$ cat src/rtl/wisc_pkg.sv
// rtl/wisc_pkg.sv - shared WISC types: condition codes, opcodes, flag indices, sequencer states
package wisc_pkg;

  typedef enum logic [2:0] {
    COND_NE = 3'b000,
    COND_EQ = 3'b001,
    COND_GT = 3'b010,
    COND_LT = 3'b011,
    COND_GE = 3'b100,
    COND_LE = 3'b101,
    COND_OV = 3'b110,
    COND_UN = 3'b111
  } cond_e;

  localparam logic [3:0] OP_B   = 4'hC;
  localparam logic [3:0] OP_BR  = 4'hD;
  localparam logic [3:0] OP_HLT = 4'hF;

  localparam int FLAG_Z = 2;
  localparam int FLAG_V = 1;
  localparam int FLAG_N = 0;

  typedef enum logic [1:0] {
    PC_FETCH = 2'd0,
    PC_DRAIN = 2'd1,
    PC_HALT  = 2'd2
  } pc_seq_state_e;

endpackage

$ cat src/rtl/cond_eval.sv
// rtl/cond_eval.sv - branch condition evaluation from C[2:0] and {Z,V,N}
module cond_eval
  import wisc_pkg::*;
(
  input  logic [2:0] cond_i,
  input  logic [2:0] flags_i,
  output logic       taken_o
);

  logic z, v, n;
  assign z = flags_i[FLAG_Z];
  assign v = flags_i[FLAG_V];
  assign n = flags_i[FLAG_N];

  // decode the condition code against the current flags
  always_comb begin
    taken_o = 1'b0;
    case (cond_i)
      COND_NE: taken_o = ~z;
      COND_EQ: taken_o = z;
      COND_GT: taken_o = ~z & ~n;
      COND_LT: taken_o = n;
      COND_GE: taken_o = z | ~n;
      COND_LE: taken_o = z | n;
      COND_OV: taken_o = v;
      default: taken_o = 1'b1;
    endcase
  end

endmodule

$ cat src/rtl/pc_sequencer.sv
// rtl/pc_sequencer.sv - fetch-stage PC sequencer; PC_SEQ_PERF_EN adds perf counters
module pc_sequencer
  import wisc_pkg::*;
#(
  parameter logic [15:0] RESET_PC = 16'h0000
)
(
  input  logic        clk,
  input  logic        rst_n,
  input  logic        stall_i,
  input  logic        br_valid,
  input  logic        br_is_reg,
  input  logic [2:0]  br_cond,
  input  logic [8:0]  br_imm,
  input  logic [15:0] br_reg,
  input  logic [15:0] br_pc_plus2,
  input  logic [2:0]  flags,
  input  logic        flag_pend,
  input  logic        halt_id,
  input  logic        imem_rdy,
  input  logic [15:0] imem_data,
  output logic        imem_req,
  output logic [15:0] imem_addr,
  output logic        if_valid,
  output logic [15:0] if_instr,
  output logic [15:0] if_pc_plus2,
  output logic        flush_ifid,
  output logic        br_stall,
  output logic        halted
`ifdef PC_SEQ_PERF_EN
  ,
  output logic [15:0] perf_br_taken,
  output logic [15:0] perf_stall
`endif
);

  pc_seq_state_e state_q, state_d;
  logic [15:0]   pc_q, pc_d;
  logic [15:0]   req_addr_q, req_addr_d;
  logic          drain_halt_q, drain_halt_d;
  logic          taken;
  logic          br_taken;
  logic [15:0]   target;

  cond_eval u_cond_eval (
    .cond_i  (br_cond),
    .flags_i (flags),
    .taken_o (taken)
  );

  // immediate offset is in words, so it is shifted left by one before the add
  assign target = br_is_reg ? br_reg
                            : br_pc_plus2 + {{6{br_imm[8]}}, br_imm, 1'b0};

  // next-state and output decode; every output forced low while in reset
  always_comb begin
    state_d      = state_q;
    pc_d         = pc_q;
    req_addr_d   = req_addr_q;
    drain_halt_d = drain_halt_q;
    imem_req     = 1'b0;
    imem_addr    = 16'h0000;
    if_valid     = 1'b0;
    if_instr     = 16'h0000;
    if_pc_plus2  = 16'h0000;
    flush_ifid   = 1'b0;
    br_stall     = 1'b0;
    halted       = 1'b0;
    br_taken     = 1'b0;
    if (rst_n) begin
      if_instr    = imem_data;
      if_pc_plus2 = pc_q + 16'd2;
      case (state_q)
        PC_FETCH: begin
          imem_req  = 1'b1;
          imem_addr = pc_q;
          if (halt_id && !stall_i) begin
            flush_ifid = 1'b1;
            if (imem_rdy) begin
              state_d = PC_HALT;
            end else begin
              state_d      = PC_DRAIN;
              req_addr_d   = pc_q;
              drain_halt_d = 1'b1;
            end
          end else if (stall_i) begin
            // held; any data returning now is dropped and fetched again
          end else if (br_valid && flag_pend) begin
            br_stall = 1'b1;
          end else if (br_valid && taken) begin
            br_taken   = 1'b1;
            flush_ifid = 1'b1;
            pc_d       = target;
            if (!imem_rdy) begin
              state_d      = PC_DRAIN;
              req_addr_d   = pc_q;
              drain_halt_d = 1'b0;
            end
          end else if (imem_rdy) begin
            if_valid = 1'b1;
            pc_d     = pc_q + 16'd2;
          end
        end
        PC_DRAIN: begin
          // the outstanding request must complete before the new address goes out
          imem_req  = 1'b1;
          imem_addr = req_addr_q;
          if (imem_rdy) begin
            state_d = drain_halt_q ? PC_HALT : PC_FETCH;
          end
        end
        default: begin
          imem_addr = pc_q;
          halted    = 1'b1;
        end
      endcase
    end
  end

  // state, pc and drain bookkeeping registers
  always_ff @(posedge clk) begin
    if (!rst_n) begin
      state_q      <= PC_FETCH;
      pc_q         <= RESET_PC;
      req_addr_q   <= 16'h0000;
      drain_halt_q <= 1'b0;
    end else begin
      state_q      <= state_d;
      pc_q         <= pc_d;
      req_addr_q   <= req_addr_d;
      drain_halt_q <= drain_halt_d;
    end
  end

`ifdef PC_SEQ_PERF_EN
  logic [15:0] perf_br_taken_q;
  logic [15:0] perf_stall_q;
  logic        stall_evt;

  assign stall_evt     = stall_i | br_stall | (imem_req & ~imem_rdy);
  assign perf_br_taken = rst_n ? perf_br_taken_q : 16'h0000;
  assign perf_stall    = rst_n ? perf_stall_q : 16'h0000;

  // saturating event counters
  always_ff @(posedge clk) begin
    if (!rst_n) begin
      perf_br_taken_q <= 16'h0000;
      perf_stall_q    <= 16'h0000;
    end else begin
      if (br_taken && perf_br_taken_q != 16'hFFFF) begin
        perf_br_taken_q <= perf_br_taken_q + 16'd1;
      end
      if (stall_evt && perf_stall_q != 16'hFFFF) begin
        perf_stall_q <= perf_stall_q + 16'd1;
      end
    end
  end
`endif

endmodule

$ cat config.mk
export PLATFORM = sky130hd
export DESIGN_NAME = pc_sequencer
export DESIGN_NICKNAME = d
export VERILOG_FILES = /design/src/rtl/wisc_pkg.sv /design/src/rtl/cond_eval.sv /design/src/rtl/pc_sequencer.sv
export SDC_FILE = /design/constraint.sdc
export NUM_CORES = 1
export LEC_CHECK = 0
export CORE_MARGIN = 1
export CORE_UTILIZATION = 46
export DETAILED_ROUTE_END_ITERATION = 7
export GPL_ROUTABILITY_DRIVEN = 0
export GPL_TIMING_DRIVEN = 0
export PLACE_DENSITY = 0.83
export SETUP_SLACK_MARGIN = 0.4
export SLEW_MARGIN = 15
export SYNTH_ARGS = -nofsm -noshare
export SYNTH_HDL_FRONTEND = slang
export SYNTH_SLANG_ARGS = --single-unit
$ cat constraint.sdc
create_clock -name clk -period 2.5 [get_ports clk]
set_input_delay 0.25 -clock clk [delete_from_list [all_inputs] [get_ports clk]]
set_output_delay 0.25 -clock clk [all_outputs]
set_load 0.01 [all_outputs]
Yosys cells after proc, flatten, opt, wreduce, memory -nomap -nowiden
Index checks and enable logic that the tools add are counted.
{ "word_totals": {"memories": 0, "latchBits": 0, "wordCells": 94, "reg_bits": 35, "ramBits": 0, "romBits": 0} }
{ "classes": {"n_lt_le_gt_ge": 0, "n_mul": 0, "n_reduce_logical": 14, "muxes": 50, "eq_ne": 16, "n_addsub": 2, "shift": 0, "div": 0, "bitwise_logic": 8} }
{ "ops": {"columns": ["op", "n"], "rows": [
  ["$mux 16", 12],
  ["$mux 1", 28],
  ["$add 16x16->16", 1],
  ["$add 16x2->16 const B", 1],
  ["$mux 2", 8],
  ["$ne 3x3->1 const B", 4],
  ["$reduce_and 6->1", 2],
  ["$eq 3x3->1 const B", 3],
  ["$pmux 1 s7", 1],
  ["$eq 3x2->1 const B", 2],
  ["$ne 2x2->1 const B", 3],
  ["$reduce_bool 2->1", 3],
  ["$not 1->1", 5],
  ["$reduce_and 5->1", 1],
  ["$ne 2x1->1 const B", 2],
  ["$pmux 2 s2", 1],
  ["$reduce_and 4->1", 1],
  ["$eq 3x1->1 const B", 1],
  ["$logic_and 1x1->1", 3],
  ["$logic_not 3->1", 1],
  ["$eq 2x1->1 const B", 1],
  ["$logic_not 2->1", 1],
  ["$or 1x1->1", 2],
  ["$reduce_or 2->1", 1],
  ["2 further kinds", 2]
]} }

Longest topological paths before layout
Gate-level depths: netlist of the first run.
{ "depth": {"depth_word": 10, "mapped_depth": 9, "ltp_nobuf": 9} }

By module
From an unflattened synthesis of the first run, not the netlist that was laid out.
{ "unflattened": {"hier_cells": 461, "area_unflattened_um2": 3151.8} }
{ "modules_own_cells": {"columns": ["module", "seq_area_each_um2", "n_inst", "cells_each", "area_each_um2"], "rows": [
  ["pc_sequencer", 700.7, 1, 453, 3084.2],
  ["cond_eval", 0.0, 1, 8, 67.6]
]} }

Worst setup path before layout of the first run
No wires, ideal clock.
{ "synth_timing": {"kind": "input port to flip-flop", "startpoint": "in br_imm[0]", "endpoint": "reg pc_q[15]", "cell_stages": 9, "path_buffers": 0, "setup_time_ps": 74, "t_required_ps": 2426, "arrival_ps": 2167, "path_slack_ps": 259, "path_cell_list": "ha_1 > inv_1 > fa_1 > nor2b_1 > o31ai_1 > a211oi_1 > nor2b_1 > or4_1 > a31oi_1"} }
{ "synth_via": {"elab_chain_cells": 3} }
{ "synth_lines": {"columns": ["element", "line_no", "rtl"], "rows": [
  ["start: declaration", "pc_sequencer.sv:14", "input logic [8:0] br_imm,"],
  ["$add 16x16->16", "pc_sequencer.sv:53", ": br_pc_plus2 + {{6{br_imm[8]}}, br_imm, 1'b0};"],
  ["$mux 16", "pc_sequencer.sv:52", "assign target = br_is_reg ? br_reg"],
  ["$mux 16", "pc_sequencer.sv:90", "end else if (br_valid && taken) begin"],
  ["end signal: assignment", "pc_sequencer.sv:129", "pc_q <= pc_d;"],
  ["end: declaration", "pc_sequencer.sv:38", "logic [15:0] pc_q, pc_d;"]
]} }
No other way between the ends.
A chain may end at the register's enable or synchronous reset.

Final worst setup path of the first run
{ "layout_timing": {"startpoint": "reg pc_q[1]", "endpoint": "out if_pc_plus2[15]"} }
{ "layout_via": {"elab_chain_cells": 2} }
{ "layout_lines": {"columns": ["element", "line_no", "rtl"], "rows": [
  ["$add 16x2->16", "pc_sequencer.sv:72", "if_pc_plus2 = pc_q + 16'd2;"],
  ["$mux 16", "pc_sequencer.sv:70", "if (rst_n) begin"],
  ["end: declaration", "pc_sequencer.sv:26", "output logic [15:0] if_pc_plus2,"]
]} }
No other way between the ends.

==> results.sh, run 1 <==
export IMPL_p_leak_uw=0.002311
export IMPL_slowest_delay_ps=390
export IMPL_grt_pass1_vias=4132
export IMPL_worstSetupPathType="register to output port"
export IMPL_avgRoutedWirePerCell_um=18.39
export IMPL_antennaDiodeCount=0
export IMPL_r2r_start="state_q[1]$_SDFFE_PN0P_"
export IMPL_cts_clk_slew_worst_paths_ps=70
export IMPL_avgSynthCellArea_um2=6.999
export IMPL_htree_levels=2
export IMPL_insertion_delay_ps=300
export IMPL_synth_largest_area_cell="dfxtp_1"
export IMPL_clock_root_buffer="clkbuf_8"
export IMPL_fin_area_um2=5500
export IMPL_drtIter0Drc=501
export IMPL_die_y_um=87.01
export IMPL_whs_ps=488.1
export IMPL_place_area_um2=4698
export IMPL_p_sw_share_pct=35.03
export IMPL_ys_async_sr_fraction_pct=0
export IMPL_p_per_area_nw_per_um2=322.8
export IMPL_syn_area_um2=3324
export IMPL_drcViolationCount=0
export IMPL_avgViaCountPerCell=6.262
export IMPL_tightestPinTransition_ps=731.6
export IMPL_routed_wl_um=13630
export IMPL_layout_commonest_cell="nand2_1"
export IMPL_p_switching_uw=622.0
export IMPL_hold_class="register to register"
export IMPL_final_layout_size_suffix_gt1_share_pct=26.05
export IMPL_fin_skew_ps=7.516
export IMPL_p_int_uw=1153
export IMPL_min_from="req_addr_q[5]$_SDFFE_PN0P_"
export IMPL_syn2layout_area_growth_pct=65.45
export IMPL_layout_common_cells="nand2_1, clkdlybuf4s50_1, a21oi_1, buf_4, o21ai_0"
export IMPL_combPwrFrac_pct=42.8
export IMPL_synthCells=475
export IMPL_cp_max_fo=6
export IMPL_antenna_left=0
export IMPL_grt_pass1_wl_um=19330
export IMPL_yosys_area_top_type_share_pct=21.08
export IMPL_nets=732
export IMPL_power_share_sequential_pct=32.8
export IMPL_dr_pass1_iters=5
export IMPL_cap_violations=0
export IMPL_timing_final_crit_share_pct=85.24
export IMPL_synth_main_ff_cell="dfxtp_1"
export IMPL_dieArea_um2=7571
export IMPL_rsz0062_at_grt="true"
export IMPL_hold_viol=0
export IMPL_critical_path_endpoint_type="output port"
export IMPL_fin_crit_ps=2131
export IMPL_slew_violations=0
export IMPL_synth_edff_count=0
export IMPL_io_buffers=122
export IMPL_boundaryPins=124
export IMPL_clock_path_buffers=2
export IMPL_rows=30
export IMPL_vias=4640
export IMPL_slew_headroom_pct=51.22
export IMPL_ys_ff_latch=35
export IMPL_crit_chain="ha_4 > nand3_4 > nor3_4 > nor3b_4 > xnor2_1 > nor2_1 > clkbuf_2"
export IMPL_ir_worst_vdd_uv=290.6
export IMPL_outcome="complete, no violations"
export IMPL_grt_max_degree=11
export IMPL_pwr_share_clk_pct=24.4
export IMPL_start_util_pct=48.40
export IMPL_synthTopCellsByArea="dfxtp_1, nand2_1, a21oi_1"
export IMPL_cts_tree="built"
export IMPL_setup_violations=0
export IMPL_fmax_mhz=469.2
export IMPL_overflow=0
export IMPL_power_total_uw=1775
export IMPL_antenna_found_initial=0
export IMPL_cp_arrival_ps=1880
export IMPL_yosys_warnings=0
export IMPL_cts_buffers=5
export IMPL_start_kind="register"
export IMPL_fp_dieW_um=87.01
export IMPL_crit_path_top_delay_cell="dfxtp_4"
export IMPL_dp_hpwl_um=8499
export IMPL_core_area_um2=6869
export IMPL_cp_data_required_time_ps=2250
export IMPL_synth_cell_types=68
export IMPL_syn_num_nets=562
export IMPL_ys_seq_area_share_pct=21.08
export IMPL_startpoint="pc_q[1]$_SDFFE_PN0P_"
export IMPL_grtUsageTotal_pct=32.29
export IMPL_cts_sinks=35
stage by stage:
stage               setup slack [ps]  cells  TNS (ps)  utilization (%)
floorplan                      401.6    475         0                -
global route                   256.7    741         0            80.07
CTS                            253.0    718         0            75.65
finish                         368.9    741         0            80.07
detailed placement            -399.8    693     -3287            68.40
global placement              -421.8    693     -2032            68.40
cells by family (layout without fill, tap and decap cells):
kind of cell             count (synthesis)  count (layout)  share of synthesized area (%)
flip-flops                              35              35                          21.08
adder cells (fa/ha/maj)                 16              16                          6.248
AO/OA/AOI/OAI                          150             150                          29.43
multiplexers                             8               8                          2.484
XOR/XNOR                                17              17                          4.479
AND/OR/NAND/NOR                        204             204                          30.34
buffers and inverters                   45             215                          5.946
synthesized netlist by cell type (all sizes together), types with 2 or more instances:
cell type / n
nand3: 24
o32ai: 2
o2111ai: 2
o221ai: 2
buf: 14
o22ai: 3
clkbuf: 19
a2111oi: 2
and3: 5
a311oi: 2
nand4: 5
o21a: 5
xor2: 7
o21ai: 39
or2: 2
a41oi: 2
inv: 11
dfxtp: 35
nor3b: 3
mux2: 2
nand2: 72
nor4: 5
xnor2: 10
nor2b: 6
nor2: 35
o211ai: 6
ha: 15
a31oi: 3
o31ai: 4
or3: 3
mux2i: 6
a211o: 4
nand2b: 2
a21o: 9
nor3: 14
a211oi: 7
a21oi: 49
and2: 21
routing by layer:
layer / part of all wire [%] / track usage, %
met3: 9.3 / 5.024
met4: 3.9 / 11.82
met2: 49 / 57.98
met5: 0 / 0
met1: 38 / 38.69
sequential cells by signal, indices dropped and copies added, names as in the netlist:
register and count:
pc_q 16, req_addr_q 16, state_q 2, drain_halt_q 1
area by class of cell:
class / count / area, µm²
buffer: 33 / 219.0
clock buffer: 6 / 82.58
clock inverter: 1 / 5.005
fill: 455 / 1369
inverter: 12 / 45.04
multi-input combinational: 395 / 2843
sequential: 35 / 714.4
tap: 96 / 120.1
timing repair buffer: 163 / 1471
worst max-delay path: cells and delay by family (launching register included):
| family | cells | cell delay, ps |
|---|---|---|
| fa+ha+maj | 1 | 160 |
| buf+inv | 1 | 140 |
| simple gates | 4 | 790 |
| xor+xnor | 1 | 100 |
| flops | 1 | 390 |
repair_timing:
action                                  CTS  global route
hold buffers                              0             0
setup buffers                            18            23
pin swaps                                23            33
resized for setup                       125            98
endpoints found under the setup margin   85            38
worst paths after layout:
path                           endpoint  cells past startpoint  slack (ps)
max                     if_pc_plus2[15]                      7         370
min          req_addr_q[5]$_SDFFE_PN0P_                      2         490
min reg2reg  req_addr_q[5]$_SDFFE_PN0P_                      2         490
max reg2reg       pc_q[11]$_SDFFE_PN0P_                      8         470
power by group through the flow:
stage | sequential, µW | clock (µW) | combinational (µW)
finish | 583 | 433 | 759
global route | 583 | 454 | 803
CTS | 582 | 427 | 670
detailed placement | 594 | 0 | 605
global placement | 593 | 0 | 589
floorplan | 590 | 0 | 350
Power figures use the tool's default switching activity.
==> inputs of run 2 (changes only) <==
CORE_UTILIZATION = 45   (was 46)
PLACE_DENSITY = 0.88   (was 0.83)
SYNTH_HIERARCHICAL = 1   (was not set)
==> run 2 against run 1 <==
  * Via count shrank 5.7%
  * Register-to-register slack got worse by 70 ps
  * Maximum frequency fell by 2.5%
  * First-iteration DRC count fell by 3.0%
  * Global-route usage down 1.8 points
  * Critical path type unchanged
  * Critical endpoint is now if_pc_plus2[14]
  * Largest cell class unchanged
==> results.sh, run 2 <==
export IMPL_outcome="complete, no violations"
export IMPL_largestRegisters="pc_q: 16 flops, req_addr_q: 16 flops, state_q: 2 flops"
export IMPL_slew_violations=0
export IMPL_wl_met2_um=6403
export IMPL_pwr_share_clk_pct=26.1
export IMPL_cts_buffers=5
export IMPL_fin_skew_ps=6.838
export IMPL_htree_levels=2
export IMPL_boundaryPins=124
export IMPL_antennaDiodeCount=0
export IMPL_clock_path_buffers=2
export IMPL_drcViolationCount=0
export IMPL_p_per_area_nw_per_um2=297.4
export IMPL_fp_dieW_um=85.69
export IMPL_cap_violations=0
export IMPL_io_buffers=121
export IMPL_rsz0062_at_grt="true"
export IMPL_worstSetupPathType="register to output port"
export IMPL_path_buf_inv=4
export IMPL_avgRoutedWirePerCell_um=17.86
export IMPL_power_share_sequential_pct=35.9
export IMPL_slowest_delay_ps=310
export IMPL_grt_pass1_vias=3742
export IMPL_combPwrFrac_pct=38.0
export IMPL_synthCells=461
export IMPL_instances_no_fill=731
export IMPL_met1_length_um=4993
export IMPL_p_leak_uw=0.002278
export IMPL_cts_sinks=35
export IMPL_routed_wl_um=13050
export IMPL_final_layout_size_suffix_gt1_share_pct=22.99
export IMPL_vias=4377
export IMPL_antenna_found_initial=0
export IMPL_synth_cell_types=61
export IMPL_syn2layout_area_growth_pct=71.34
export IMPL_avgSynthCellArea_um2=6.837
export IMPL_grt_max_degree=12
export IMPL_critical_path_endpoint_type="output port"
export IMPL_crit_path_top_delay_cell="dfxtp_1"
export IMPL_cp_max_fo=9
export IMPL_synth_most_common_cell="nand2_1"
export IMPL_dp_cells=678
export IMPL_p_int_uw=1070
export IMPL_hold_viol=0
export IMPL_top_layer="met4"
export IMPL_layout_commonest_cell="nand2_1"
export IMPL_utilization_pct=79.48
export IMPL_crit_chain="buf_4 > nand4_1 > buf_4 > buf_4 > nor4_4 > xnor2_1 > nor2_1 > buf_2"
export IMPL_ir_worst_vdd_uv=272.3
export IMPL_synth_common_cells="nand2_1, a21oi_1, dfxtp_1"
export IMPL_power_total_uw=1606
export IMPL_fin_crit_ps=2186
export IMPL_setup_violations=0
export IMPL_layout_common_cells="nand2_1, clkdlybuf4s50_1, a21oi_1, buf_4"
export IMPL_cp_top_family="buffers and inverters"
export IMPL_drtIter0Drc=486
export IMPL_synth_largest_area_cell="dfxtp_1"
export IMPL_fin_area_um2=5400
export IMPL_antenna_left=0
export IMPL_cp_arrival_ps=1940
export IMPL_fill_cells=439
export IMPL_dp_hpwl_um=7796
export IMPL_yosys_warnings=6
export IMPL_cp_data_required_time_ps=2250
export IMPL_ff_latch_area_um2=719.4
export IMPL_slew_headroom_pct=56.86
export IMPL_tightestPinTransition_ps=647.1
export IMPL_synth_edff_count=0
export IMPL_grt_pass1_wl_um=18100
export IMPL_die_y_um=85.69
export IMPL_synthTopCellsByArea="dfxtp_1, nand2_1, a21oi_1"
export IMPL_timing_final_crit_share_pct=87.43
export IMPL_avgViaCountPerCell=5.988
export IMPL_ys_async_sr_fraction_pct=0
export IMPL_ys_ff_latch=35
export IMPL_p_sw_share_pct=33.37
export IMPL_dieArea_um2=7343
export IMPL_ys_seq_area_share_pct=22.23
export IMPL_crit_top_cell="buf_4"
export IMPL_grtUsageTotal_pct=30.54
export IMPL_multiInputGateArea_um2=2600
export IMPL_cts_tree="built"
export IMPL_start_util_pct=46.39
export IMPL_setup_tns_ps=0
export IMPL_fmax_mhz=457.5
export IMPL_p_switching_uw=535.9
export IMPL_yosys_area_top_type_share_pct=22.23
export IMPL_syn_area_um2=3152
export IMPL_insertion_delay_ps=310
export IMPL_dr_pass1_iters=6
export IMPL_start_kind="register"
export IMPL_nets=721
export IMPL_rows=30
export IMPL_core_area_um2=6794
export IMPL_syn_num_nets=548
export IMPL_hold_class="input port to register"
export IMPL_overflow=0
export IMPL_met3_length_um=1156
export IMPL_clock_root_buffer="clkbuf_8"
export IMPL_cts_clk_slew_worst_paths_ps=80
export IMPL_place_area_um2=4488
export IMPL_synth_main_ff_cell="dfxtp_1"
## run 2: tightest hold or removal path: cells and delay by family
family	cells	cell delay, ps
buffers and inverters	1	190
AOI/OAI and AO/OA	1	50
and+or+nand+nor	1	90
## run 2: timing repair
item | 4_1_cts | 5_1_grt
resized for setup | 112 | 101
setup endpoints to repair | 71 | 53
setup buffers | 14 | 31
gates cloned | 0 | 0
hold buffers | 0 | 0
pin swaps | 14 | 20
## run 2: kinds of logic (layout without fill, tap and decap cells)
group / count (synthesis) / after routing / share of synthesized area (%)
AO/OA/AOI/OAI: 129 / 129 / 25.84
buffers and inverters: 44 / 218 / 5.558
multiplexers: 5 / 5 / 1.628
adder cells (fa/ha/maj): 16 / 16 / 6.590
flip-flops: 35 / 35 / 22.23
XOR/XNOR: 20 / 20 / 5.558
AND/OR/NAND/NOR: 212 / 212 / 32.59
## run 2: worst paths after layout
path	startpoint	end	slack, ps	depth (start not counted)
setup / recovery	pc_q[3]$_SDFFE_PN0P_	if_pc_plus2[14]	310	8
hold / removal	halt_id	drain_halt_q$_SDFFE_PN0P_	320	3
setup reg to reg	state_q[0]$_SDFFE_PN0P_	pc_q[7]$_SDFFE_PN0P_	400	8
hold reg to reg	req_addr_q[2]$_SDFFE_PN0P_	req_addr_q[2]$_SDFFE_PN0P_	460	2
## run 2: area by class of cell
cell class | instances | share of cell area [%]
flip-flops and latches | 35 | 13.32
well taps | 96 | 2.224
clock buffers | 5 | 1.274
repair buffers | 166 | 28.94
plain buffers | 34 | 5.028
multi-input cells | 382 | 48.15
inverters | 10 | 0.7878
clock inverters | 3 | 0.2780
## run 2: metrics by stage
| step | setup slack, ps | hold WS (ps) |
|---|---|---|
| 4_1_cts | 250.2 | 442.9 |
| 3_5_place_dp | -887.7 | 448.1 |
| 6_report | 314.2 | 316.7 |
| 5_1_grt | 161.1 | 337.9 |
| 2_1_floorplan | 414.5 | 386.0 |
| 3_3_place_gp | -783.0 | 441.3 |
## run 2: power by group through the flow
| stage | Combinational [µW] | Sequential (µW) | Clock, µW |
|---|---|---|---|
| 3_5_place_dp | 498 | 590 | 0 |
| 2_1_floorplan | 270 | 586 | 0 |
| 4_1_cts | 535 | 577 | 402 |
| 5_1_grt | 653 | 576 | 444 |
| 6_report | 611 | 576 | 419 |
| 3_3_place_gp | 487 | 589 | 0 |
## run 2: per-layer routing
metal  vias up  global-route usage [%]
li1       1965                       -
met1      2013                   38.88
met2       342                   53.16
met3        57                   3.946
met4         0                   10.45
met5         -                       0
==> inputs of run 3 (changes only) <==
CTS_CLUSTER_DIAMETER = 100   (was not set)
==> results of run 3 <==
Same layout as run 2: the final DEF is identical, and so are final timing and power.
